==> config.mk <==
export PLATFORM = sky130hd
export DESIGN_NAME = zeroriscy_trace_unpacker
export DESIGN_NICKNAME = d
export VERILOG_FILES = /design/src/rtl/zeroriscy_trace_unpacker.sv
export SDC_FILE = /design/constraint.sdc
export NUM_CORES = 1
export LEC_CHECK = 0
export ABC_AREA = 1
export CAP_MARGIN = 15
export CELL_PAD_IN_SITES_DETAIL_PLACEMENT = 0
export CELL_PAD_IN_SITES_GLOBAL_PLACEMENT = 2
export CORE_MARGIN = 10
export CORE_UTILIZATION = 35
export DETAILED_ROUTE_END_ITERATION = 6
export DONT_BUFFER_PORTS = 1
export PLACE_DENSITY = 0.73
export SLEW_MARGIN = 40
export SYNTH_ARGS = -nofsm -noshare
export SYNTH_HDL_FRONTEND = slang
export SYNTH_SLANG_ARGS = --single-unit
export TNS_END_PERCENT = 30
==> constraint.sdc <==
create_clock -name clk -period 2.05 [get_ports clk]
set_clock_uncertainty 0.15 [all_clocks]
set_input_delay 0.41 -clock clk [delete_from_list [all_inputs] [get_ports clk]]
set_output_delay 0.41 -clock clk [all_outputs]
set_load 0.01 [all_outputs]
==> src/rtl/zeroriscy_trace_unpacker.sv <==
// Receive side of the retirement-trace byte link: rebuilds one parallel record
// per packet into a single-entry valid/ready buffer, with a sticky error flag.
module zeroriscy_trace_unpacker #(
    parameter int TIMEOUT_CYCLES = 64,
    parameter int CYCLE_WIDTH    = 32
) (
    input  logic                   clk,
    input  logic                   rst_n,
    input  logic                   in_valid,
    output logic                   in_ready,
    input  logic [7:0]             in_data,
    output logic                   rec_valid,
    input  logic                   rec_ready,
    output logic                   rec_kind,
    output logic [CYCLE_WIDTH-1:0] rec_cycles,
    output logic [31:0]            rec_pc,
    output logic [31:0]            rec_instr,
    output logic [4:0]             rec_rd_addr,
    output logic                   rec_rd_we,
    output logic [31:0]            rec_rd_wdata,
    output logic                   err,
    input  logic                   err_clr
);

    typedef enum logic [2:0] {S_HDR, S_DELTA, S_PC, S_INSTR, S_WDATA, S_SYNC} state_t;

    typedef struct packed {
        logic       wb;
        logic       has_rd;
        logic [4:0] rd;
    } hdr_t;

    localparam int TW = (TIMEOUT_CYCLES > 1) ? $clog2(TIMEOUT_CYCLES + 1) : 1;
    localparam logic [TW-1:0] TMO_LAST = TW'((TIMEOUT_CYCLES > 0) ? TIMEOUT_CYCLES - 1 : 0);

    state_t                 state;
    logic [1:0]             idx;
    hdr_t                   hdr;
    logic [CYCLE_WIDTH-1:0] acc;
    logic [TW-1:0]          tmo;
    logic [23:0]            sh;
    logic [31:0]            pc_q;
    logic [31:0]            instr_q;

    logic        final_byte;
    logic        accept;
    logic        hdr_bad;
    logic        tmo_fire;
    logic [31:0] word;

    // Low three bytes of a little-endian field collect in sh; byte 3 completes it.
    assign word       = {in_data, sh};
    assign final_byte = (idx == 2'd3) &&
                        ((state == S_WDATA) || (state == S_INSTR && !hdr.has_rd));
    assign in_ready   = !(final_byte && rec_valid && !rec_ready);
    assign accept     = in_valid && in_ready;
    assign hdr_bad    = accept && (state == S_HDR) &&
                        ((in_data[7:6] == 2'b11) || (in_data[7:6] == 2'b01 && !in_data[5]));
    assign tmo_fire   = (TIMEOUT_CYCLES != 0) && (state != S_HDR) && !accept &&
                        (tmo == TMO_LAST);

    always_ff @(posedge clk or negedge rst_n) begin
        if (!rst_n) begin
            state        <= S_HDR;
            idx          <= '0;
            hdr          <= '0;
            acc          <= '0;
            tmo          <= '0;
            sh           <= '0;
            pc_q         <= '0;
            instr_q      <= '0;
            rec_valid    <= 1'b0;
            rec_kind     <= 1'b0;
            rec_cycles   <= '0;
            rec_pc       <= '0;
            rec_instr    <= '0;
            rec_rd_addr  <= '0;
            rec_rd_we    <= 1'b0;
            rec_rd_wdata <= '0;
            err          <= 1'b0;
        end else begin
            err <= (err && !err_clr) || hdr_bad || tmo_fire;

            if (rec_valid && rec_ready)
                rec_valid <= 1'b0;

            if (state == S_HDR || accept)
                tmo <= '0;
            else
                tmo <= tmo + 1'b1;

            if (tmo_fire) begin
                state <= S_HDR;
                idx   <= '0;
            end else if (accept) begin
                idx <= idx + 2'd1;
                sh  <= {in_data, sh[23:8]};
                case (state)
                    S_HDR: begin
                        idx <= '0;
                        hdr <= {in_data[6], in_data[5], in_data[4:0]};
                        if (in_data[7:6] == 2'b10)
                            state <= S_SYNC;
                        else if (!hdr_bad)
                            state <= S_DELTA;
                    end
                    S_DELTA: begin
                        idx   <= '0;
                        acc   <= acc + CYCLE_WIDTH'(in_data);
                        state <= hdr.wb ? S_WDATA : S_PC;
                    end
                    S_PC: if (idx == 2'd3) begin
                        pc_q  <= word;
                        state <= S_INSTR;
                    end
                    S_INSTR: if (idx == 2'd3) begin
                        instr_q <= word;
                        if (hdr.has_rd) begin
                            state <= S_WDATA;
                        end else begin
                            state        <= S_HDR;
                            rec_valid    <= 1'b1;
                            rec_kind     <= 1'b0;
                            rec_cycles   <= acc;
                            rec_pc       <= pc_q;
                            rec_instr    <= word;
                            rec_rd_addr  <= hdr.rd;
                            rec_rd_we    <= 1'b0;
                            rec_rd_wdata <= '0;
                        end
                    end
                    S_WDATA: if (idx == 2'd3) begin
                        state        <= S_HDR;
                        rec_valid    <= 1'b1;
                        rec_kind     <= hdr.wb;
                        rec_cycles   <= acc;
                        rec_pc       <= hdr.wb ? 32'd0 : pc_q;
                        rec_instr    <= hdr.wb ? 32'd0 : instr_q;
                        rec_rd_addr  <= hdr.rd;
                        rec_rd_we    <= (hdr.rd != 5'd0);
                        rec_rd_wdata <= word;
                    end
                    S_SYNC: if (idx == 2'd3) begin
                        state <= S_HDR;
                        acc   <= CYCLE_WIDTH'(word);
                    end
                    default: state <= S_HDR;
                endcase
            end
        end
    end

endmodule

Word level (Yosys, flattened, before mapping)
Index checks and enable logic that the tools add are counted.
W data, S select, Z words.
- $add $sub $neg: 3
- eq/ne operators: 18
- muxes and demuxes: 50
- bitwise operators: 1
- reduce and logical (&&, ||, !) cells: 38
- operators with widths (cell ; count):
    $mux W32 ; 14
    $pmux W32 S2 ; 5
    $add A32 B8 Y32 ; 1
    $mux W3 ; 9
    $mux W5 ; 3
    $pmux W3 S5 ; 1
    $logic_and A1 B1 Y1 ; 12
    $reduce_and A4 Y1 ; 3
    $mux W1 ; 10
    $pmux W5 S2 ; 1
    $ne A2 B2 Y1 const B ; 4
    $add A7 B1 Y7 const B ; 1
    $eq A7 B6 Y1 const B ; 1
    $mux W7 ; 1
    $eq A2 B2 Y1 const B ; 3
    $eq A3 B2 Y1 const B ; 2
    $eq A3 B3 Y1 const B ; 2
    $logic_not A1 Y1 ; 6
    $mux W2 ; 3
    $ne A3 B3 Y1 const B ; 2
    $pmux W1 S2 ; 3
    $reduce_and A6 Y1 ; 1
    $reduce_bool A2 Y1 ; 3
    $logic_or A1 B1 Y1 ; 5
    other kinds (13) ; 14
- flip-flop bits (word level): 276
- word-level logic and storage cells: 129

Depth between registers and ports, before layout
Gate-level depths: netlist of the first run.
- depth after elaboration: 15
- depth in mapped cells: 14
- depth with buffers taken out: 13

Worst setup path after synthesis of the first run
No wires, ideal clock.
- path type: register to register
- start: reg idx[0]
- end: reg rec_rd_wdata[2]
- library setup time: 0.134 ns
- data arrival time: 1.766 ns
- data required time: 1.766 ns
- path slack: 0.000 ns
- cell stages (with the launch flop): 13
- path through: dfrtp_1 > ha_1 > inv_1 > nor2_1 > nand2_1 > nand2_2 > a21boi_4 > nand2_2 > buf_6 > buf_6 > buf_4 > nand2_1 > o31ai_1
- word-level cells in the longest chain between the ends: 11
- elaborated cells between the ends (all ways): 13
- those cells by class: eq/ne (3); bitwise (1); reduce/logical (9)
- RTL lines (what ; line ; text):
    start: declaration ; 37 ; logic [1:0] idx;
    start signal: assignment ; 96 ; idx <= idx + 2'd1;
    $eq A2 B2 Y1 (*) ; 53, 116, 132 ;
    $logic_and A1 B1 Y1 ; 53 ; assign final_byte = (idx == 2'd3) &&
    $logic_and A1 B1 Y1 (2 in series) ; 55 ; assign in_ready = !(final_byte && rec_valid && !rec_ready);
    $logic_not A1 Y1 ; 55 ;
    $logic_and A1 B1 Y1 ; 56 ; assign accept = in_valid && in_ready;
    $logic_not A1 Y1 ; 59 ; assign tmo_fire = (TIMEOUT_CYCLES != 0) && (state != S_HDR) && !accept &&
    $logic_and A1 B1 Y1 (2 in series) ; 59 ;
    $not A1 Y1 (no source line) ; -- ;
    $reduce_and A6 Y1 (no source line) (*) ; -- ;
    end signal: assignment ; 141 ; rec_rd_wdata <= word;
    end: declaration ; 20 ; output logic [31:0] rec_rd_wdata,
Every way passes the cells marked *; elsewhere a longest branch is shown, timed or not.
A chain may end at the register's enable or synchronous reset.

Final worst setup path of the first run
- start: reg idx[0]
- end: out in_ready
- word-level cells in the longest chain between the ends: 5
- RTL lines (what ; line ; text):
    $eq A2 B2 Y1 ; 53 ;
    $logic_and A1 B1 Y1 ; 53 ;
    $logic_and A1 B1 Y1 (2 in series) ; 55 ;
    $logic_not A1 Y1 ; 55 ;
    end: declaration ; 10 ; output logic in_ready,
Every way passes these cells.

==> summary.md, run 1 <==
| Metric | Value |
|---|---|
| Mean area per synthesized cell | 8.47 um2 |
| Vias in the first global route | 9821 |
| Drt via density | 5.00 |
| Final hold vios | 276 |
| TritonCTS buffer count | 35 |
| Sequential area share after synthesis | 56.0% |
| Synth Cell Area | 0.0123 mm2 |
| Initial antenna violation count | 1 |
| CTS sink cnt | 276 |
| Antenna Nets Post-Route | 0 |
| Total power divided by cell area | 1410 mW/mm2 |
| Count of pins over their slew limit | 0 |
| CP cell instances | ha_4 > inv_2 > nor2_1 > nand2_1 > nand2_4 > nand2_2 > buf_6 |
| Die H | 208 um |
| Util after Layout | 44.4% |
| Post-CTS Hold Fix Bufs | 9 |
| Maximum clock path buffer count | 3 |
| Post-Layout Cell Count | 2014 |
| Drt first pass iters | 4 |
| Crit. End Element | primary output |
| Ys Warns | 0 |
| Worst skew pair latency | 0.52 ns |
| Data arrival time of the worst path | 1.65 ns |
| Req. time, crit path | 1.49 ns |
| Hold Slack | -0.555 ns |
| Final period utilization | 108% |
| Top cell type's share of synthesized area | 56.0% |
| Top cells by area, synth | dfrtp_1 56%, nand2_1 15%, o21ai_0 4.9% |
| DRT iter0 DRCs | 789 |
| P_leak | 7.42 nW |
| Root Driver | clkbuf_16 |
| CTS tree | yes |
| Rel. slew slack | 66.2% |
| Mapped Cells | 1455 |
| RSZ-0062 raised after global routing | yes |
| Max FO, Critical Path | 3 |
| GPL Wtd Cong | 0.825 |
| Final wirelength | 40700 um |
| Post-DP Area | 0.0134 mm2 |
| Clock slew at reported path FFs | 0.06 ns |
| Final net count | 1559 |
| Tot GR Track Use | 17.8% |
| Tmin final | 2.21 ns |
| Hold Path Class | primary input to async pin |
| Largest net degree at the start of global routing | 277 |
| WL/cell | 20.2 um |
| Core ar. | 0.0346 mm2 |
| Final setup vio count | 160 |
| ANT cells | 0 |
| Area growth from synthesis to final layout | 24.6% |
| H-tree levels | 2 |
| Commonest non-fill, non-tap cell in the layout | nand2_1 |
| Max Clk Rate | 0.453 GHz |
| Main synth FF type | dfrtp_1 |
| Syn_nets | 1479 |
| Violated checks | hold timing, setup timing |
| Top Ports | 151 |
| Total negative slack | -8.44 ns |
| Most frequent cells in the layout | 448 x nand2_1, 275 x dfrtp_1, 113 x inv_1 |
| Initial Util | 35.6% |
| Max incr delay on CP | 0.41 ns |
| Die X-Extent | 208 um |
| Vias | 10068 |
| Maxcap violations | 0 |
| Fraction of layout instances using a drive strength above 1 | 18.1% |
| Library cells used by synthesis | 35 |
| Cell taking the most area after synthesis | dfrtp_1 |
| Placed Cells | 1927 |
| Maximum VDD drop | 644 uV |
| First-pass GRT wire length | 61000 um |
| Die area | 0.0431 mm2 |
| Post-synthesis async set-or-reset flop share | 100% |
| WS Path Type | register to primary output |
| # DRC | 0 |
| Row count | 68 |
| Post-DP HPWL | 26400 um |
| Worst Setup Slack, final | -0.158 ns |
| EDFF count, synth | 0 |
| Crit start category | register |
| Seq cells post-synth | 276 |
| Crit-path slowest cell | dfrtp_1 |
| Fin area | 0.0154 mm2 |
| Worst-margin pin slew | 0.506 ns |
| Status | finished with violations |
| GRT Residual Overflow | 0 |
| Port bufs | 0 |
stage by stage:
stage,power (mW),worst slack [ns]
after floorplan,12.2,0.000421
after global placement,14.7,-0.183
after detailed placement,14.8,-0.194
after CTS,21.2,-0.112
after global routing,23.2,-0.242
final,21.7,-0.158
final cells by class:
| class | count | area [um2] |
|---|---|---|
| clock buffers | 53 | 1060 |
| fillers | 3432 | 19300 |
| flip-flops and latches | 276 | 6910 |
| clock inverters | 8 | 82.6 |
| well taps | 455 | 569 |
| multi-input cells | 985 | 5120 |
| inverters | 121 | 454 |
| repair buffers | 116 | 1160 |
repair_timing:
action | in CTS | in global routing
gates cloned | 0 | 5
hold endpoints to repair | 291 | 276
setup buffers | 6 | 6
setup endpoints to repair | 227 | 221
resized for setup | 27 | 124
pin swaps | 5 | 28
cells in the mapped netlist, types with 4 or more instances:
cell	number
inv_1	118
buf_4	6
nand2_2	4
buf_6	11
o211ai_1	7
ha_1	10
nand2_1	484
a21oi_1	61
nor3_1	9
buf_2	17
nor2_1	93
o31ai_1	64
nand4_1	11
clkbuf_1	39
o21ai_1	44
nand3_1	59
dfrtp_1	276
o21ai_0	120
routing by layer:
layer | up-vias | global-route usage (%) | part of all wire [%]
met5 | - | 0 | 0
met4 | 0 | 5.26 | 2.2
met1 | 4850 | 24.7 | 47
met2 | 250 | 27.2 | 45
li1 | 4909 | - | -
met3 | 59 | 3.78 | 5.7
logic make-up after synthesis:
group           share of synthesized area, %
compound gates                          14.1
fa+ha+maj                               1.18
flops                                   56.0
buf+inv                                 6.93
simple gates                            21.5
xor+xnor                               0.284
path summary, 6_finish.rpt:
kind	startpoint	to	slack [ns]	cells after the start
worst max-delay path	idx[0]	in_ready	-0.16	7
worst min-delay path	rst_n	rec_kind	-0.55	0
worst max register to register	idx[0]	rec_pc[29]	-0.11	12
worst min register to register	pc_q[23]	rec_pc[23]	0.32	2
max in group asynchronous	rst_n	acc[17]	1.96	0
min in group clk	err_clr	err	0.05	3
state kept, by name (all words and copies together), names as in the netlist, 7 cells and up:
name          count
hdr               7
rec_rd_wdata     32
rec_cycles       32
instr_q          32
rec_pc           32
pc_q             32
tmo               7
acc              32
sh               24
rec_instr        32
power breakdown:
group / internal, mW / leakage [nW] / switching [mW]
combinational: 2.70 / 3.19 / 3.91
clock: 3.71 / 0.565 / 2.41
sequential: 7.14 / 3.67 / 1.81
worst max-delay path, delay by kind of cell (launching register included):
family	cells	cell delay (ns)
adders and majority gates	1	0.16
and+or+nand+nor	4	0.39
DFF	1	0.41
buffers and inverters	2	0.17
Power figures use the tool's default switching activity.
==> run 2: changes to the inputs <==
--- a/config.mk
+++ b/config.mk
@@ -6,7 +6,7 @@
 export NUM_CORES = 1
 export LEC_CHECK = 0
 export ABC_AREA = 1
-export CAP_MARGIN = 15
+export CAP_MARGIN = 5
 export CELL_PAD_IN_SITES_DETAIL_PLACEMENT = 0
 export CELL_PAD_IN_SITES_GLOBAL_PLACEMENT = 2
 export CORE_MARGIN = 10
@@ -14,7 +14,7 @@
 export DETAILED_ROUTE_END_ITERATION = 6
 export DONT_BUFFER_PORTS = 1
 export PLACE_DENSITY = 0.73
-export SLEW_MARGIN = 40
+export SLEW_MARGIN = 5
 export SYNTH_ARGS = -nofsm -noshare
 export SYNTH_HDL_FRONTEND = slang
 export SYNTH_SLANG_ARGS = --single-unit
==> results of run 2 <==
Same layout as run 1: the final DEF is identical, and so are final timing and power.
==> run 3: changes to the inputs <==
--- a/config.mk
+++ b/config.mk
@@ -14,6 +14,7 @@
 export DETAILED_ROUTE_END_ITERATION = 6
 export DONT_BUFFER_PORTS = 1
 export PLACE_DENSITY = 0.73
+export SKIP_LAST_GASP = 1
 export SLEW_MARGIN = 5
 export SYNTH_ARGS = -nofsm -noshare
 export SYNTH_HDL_FRONTEND = slang
==> summary.md, run 3 (same netlist as run 1, synthesis figures left out) <==
| Metric | Value |
|---|---|
| Core ar. | 0.0346 mm2 (unchanged) |
| Switching power | 8.38 mW (+3.1%) |
| Crit path buf inv count | 2 (unchanged) |
| Final period utilization | 108% (-0.11 points) |
| Data arrival time of the worst path | 1.65 ns (about the same) |
| Die H | 208 um (unchanged) |
| Power share of the combinational group | 31.1% (+0.6 points) |
| Tot GR Track Use | 17.8% (about the same) |
| Hold Slack | -0.560 ns (-0.00535 ns) |
| CTS tree | yes |
| Post-CTS Hold Fix Bufs | 9 (unchanged) |
| Final hold vios | 276 (unchanged) |
| Total power divided by cell area | 1370 mW/mm2 (-2.7%) |
| CTS sink cnt | 276 (unchanged) |
| DRT iter0 DRCs | 764 (-3.2%) |
| Post-DP HPWL | 26400 um (unchanged) |
| First-pass GRT wire length | 61000 um (about the same) |
| Max Clk Rate | 0.453 GHz (+0.10%) |
| Root Driver | clkbuf_16 |
| Clock slew at reported path FFs | 0.06 ns (about the same) |
| Die X-Extent | 208 um (unchanged) |
| Max FO, Critical Path | 3 (unchanged) |
| Port bufs | 0 (unchanged) |
| Fill cell count | 3355 (-2.2%) |
| Initial Util | 35.6% (unchanged) |
| Reg2reg setup slack | -0.11 ns (about the same) |
| Maxcap violations | 0 (unchanged) |
| Area growth from synthesis to final layout | 30.7% |
| Die area | 0.0431 mm2 (unchanged) |
| ANT cells | 0 (unchanged) |
| R2R Path Start | idx[0] |
| Initial antenna violation count | 0 (-1) |
| Crit start category | register |
| WS Path Type | register to primary output |
| GPL Wtd Cong | 0.825 (unchanged) |
| Post-Layout Cell Count | 2041 (+1.3%) |
| Fraction of layout instances using a drive strength above 1 | 21.2% (+3.1 points) |
| Maximum clock path buffer count | 3 (unchanged) |
| Max incr delay on CP | 0.41 ns (about the same) |
| Vias | 10368 (+3.0%) |
| Place WS | -0.194 ns (unchanged) |
| Drt first pass iters | 5 (+1) |
| Drt via density | 5.08 (+1.6%) |
| Maximum VDD drop | 653 uV (+1.5%) |
| Final setup vio count | 134 (-16%) |
| H-tree levels | 2 (unchanged) |
| Internal | 13.8 mW (+1.5%) |
| Violated checks | hold timing, setup timing |
| Largest net degree at the start of global routing | 277 (unchanged) |
| Status | finished with violations |
| Rel. slew slack | 63.1% (-3.1 points) |
| # DRC | 0 (unchanged) |
| RSZ-0062 raised after global routing | yes |
| Worst-margin pin slew | 0.552 ns (+0.0458 ns) |
| Vias in the first global route | 9825 (+0.041%) |
| Worst skew pair latency | 0.52 ns (about the same) |
| Most frequent cells in the layout | 419 x nand2_1, 275 x dfrtp_1, 113 x inv_1 |
| Req. time, crit path | 1.49 ns (about the same) |
| Delay-heaviest family, CP | flip-flops |
| Placed Cells | 1927 (unchanged) |
| Cells on worst reg2reg path | 13 (+1) |
| Antenna Nets Post-Route | 0 (unchanged) |
| Net Sw Frac | 37.9% (+0.37 points) |
| Top Ports | 151 (unchanged) |
| Hold Path Class | primary input to async pin |
| GRT Residual Overflow | 0 (unchanged) |
| P_leak | 7.82 nW (+5.4%) |
| Count of pins over their slew limit | 0 (unchanged) |
| TritonCTS buffer count | 35 (unchanged) |
| FF-to-FF End | rec_pc[26] |
| Commonest non-fill, non-tap cell in the layout | nand2_1 |
| Total negative slack | -7.63 ns (+0.811 ns) |
| CP cell instances | ha_4 > inv_2 > nor2_1 > nand2_1 > nand2_4 > nand2_2 > buf_6 |
| Final wirelength | 44600 um (+9.8%) |
| Crit. End Element | primary output |
| Row count | 68 (unchanged) |
| Final net count | 1586 (+1.7%) |
| Clk pwr share | 27.8% (-0.4 points) |
| Crit-path slowest cell | dfrtp_1 |
| Tmin final | 2.21 ns (-0.00228 ns) |
| Sequential power share | 41.1% (-0.2 points) |
| Worst Setup Slack, final | -0.156 ns (+0.00228 ns) |
| WL/cell | 21.9 um (+8.3%) |
## run 3: cell count changes in the layout (fill, tap and decap cells not counted), moves of 10 or more
cell and delta:
a21oi_1 +12, clkbuf_16 +10, nand2_1 -29, nand2_4 +32, o21ai_0 -22, o21ai_2 +24
o31ai_1 +11, o31ai_2 -13
## run 3: final cells by class
type	count	area [um2]	area share, %
Tap cell	455	569	3.53
Inverter	121	454	2.82
Clock buffer	53	1060	6.61
Sequential cell	276	6910	42.9
Clock inverter	8	82.6	0.513
Multi-Input combinational cell	986	5360	33.3
Timing Repair Buffer	142	1670	10.4
## run 3: worst max path at each step
stage                     from         endpoint  slack [ns]  cells after the start
floorplan               idx[0]  rec_rd_wdata[2]      0.0004                     12
global placement    in_data[0]          acc[28]       -0.18                     13
detailed placement  in_data[0]          acc[28]       -0.19                     13
CTS                     idx[0]         in_ready       -0.12                      7
global route            idx[0]      instr_q[17]       -0.22                     12
finish                  idx[0]         in_ready       -0.16                      7
## run 3: layer usage
metal  wire, um  GRT usage [%]
met5          0              0
met4        978           5.26
met3       2300           3.78
met2      20800           27.2
met1      20600           24.7
## run 3: power groups by stage
stage | clock network (mW) | registers [mW] | logic (mW)
CTS | 6.29 | 8.97 | 5.92
finish | 6.15 | 9.10 | 6.89
floorplan | 0 | 8.46 | 3.69
global placement | 0 | 9.01 | 5.69
global route | 6.52 | 9.36 | 7.69
detailed placement | 0 | 9.03 | 5.76
## run 3: timing repair
action	CTS	global route
setup buffers	6	13
endpoints found under the setup margin	227	240
hold endpoints to repair	291	276
gates cloned	0	25
gates resized for setup	24	221
pin swaps	5	25
## run 3: per-stage QoR
stage	cell area [um2]	power [mW]	util [%]	hold slack, ns
after global placement	13400	14.7	38.6	-0.0265
after floorplan	12300	12.2	-	-0.0356
after CTS	14700	21.2	42.5	-0.579
after detailed placement	13400	14.8	38.6	-0.0265
final	16100	22.1	46.5	-0.560
after global routing	16100	23.6	46.5	-0.574
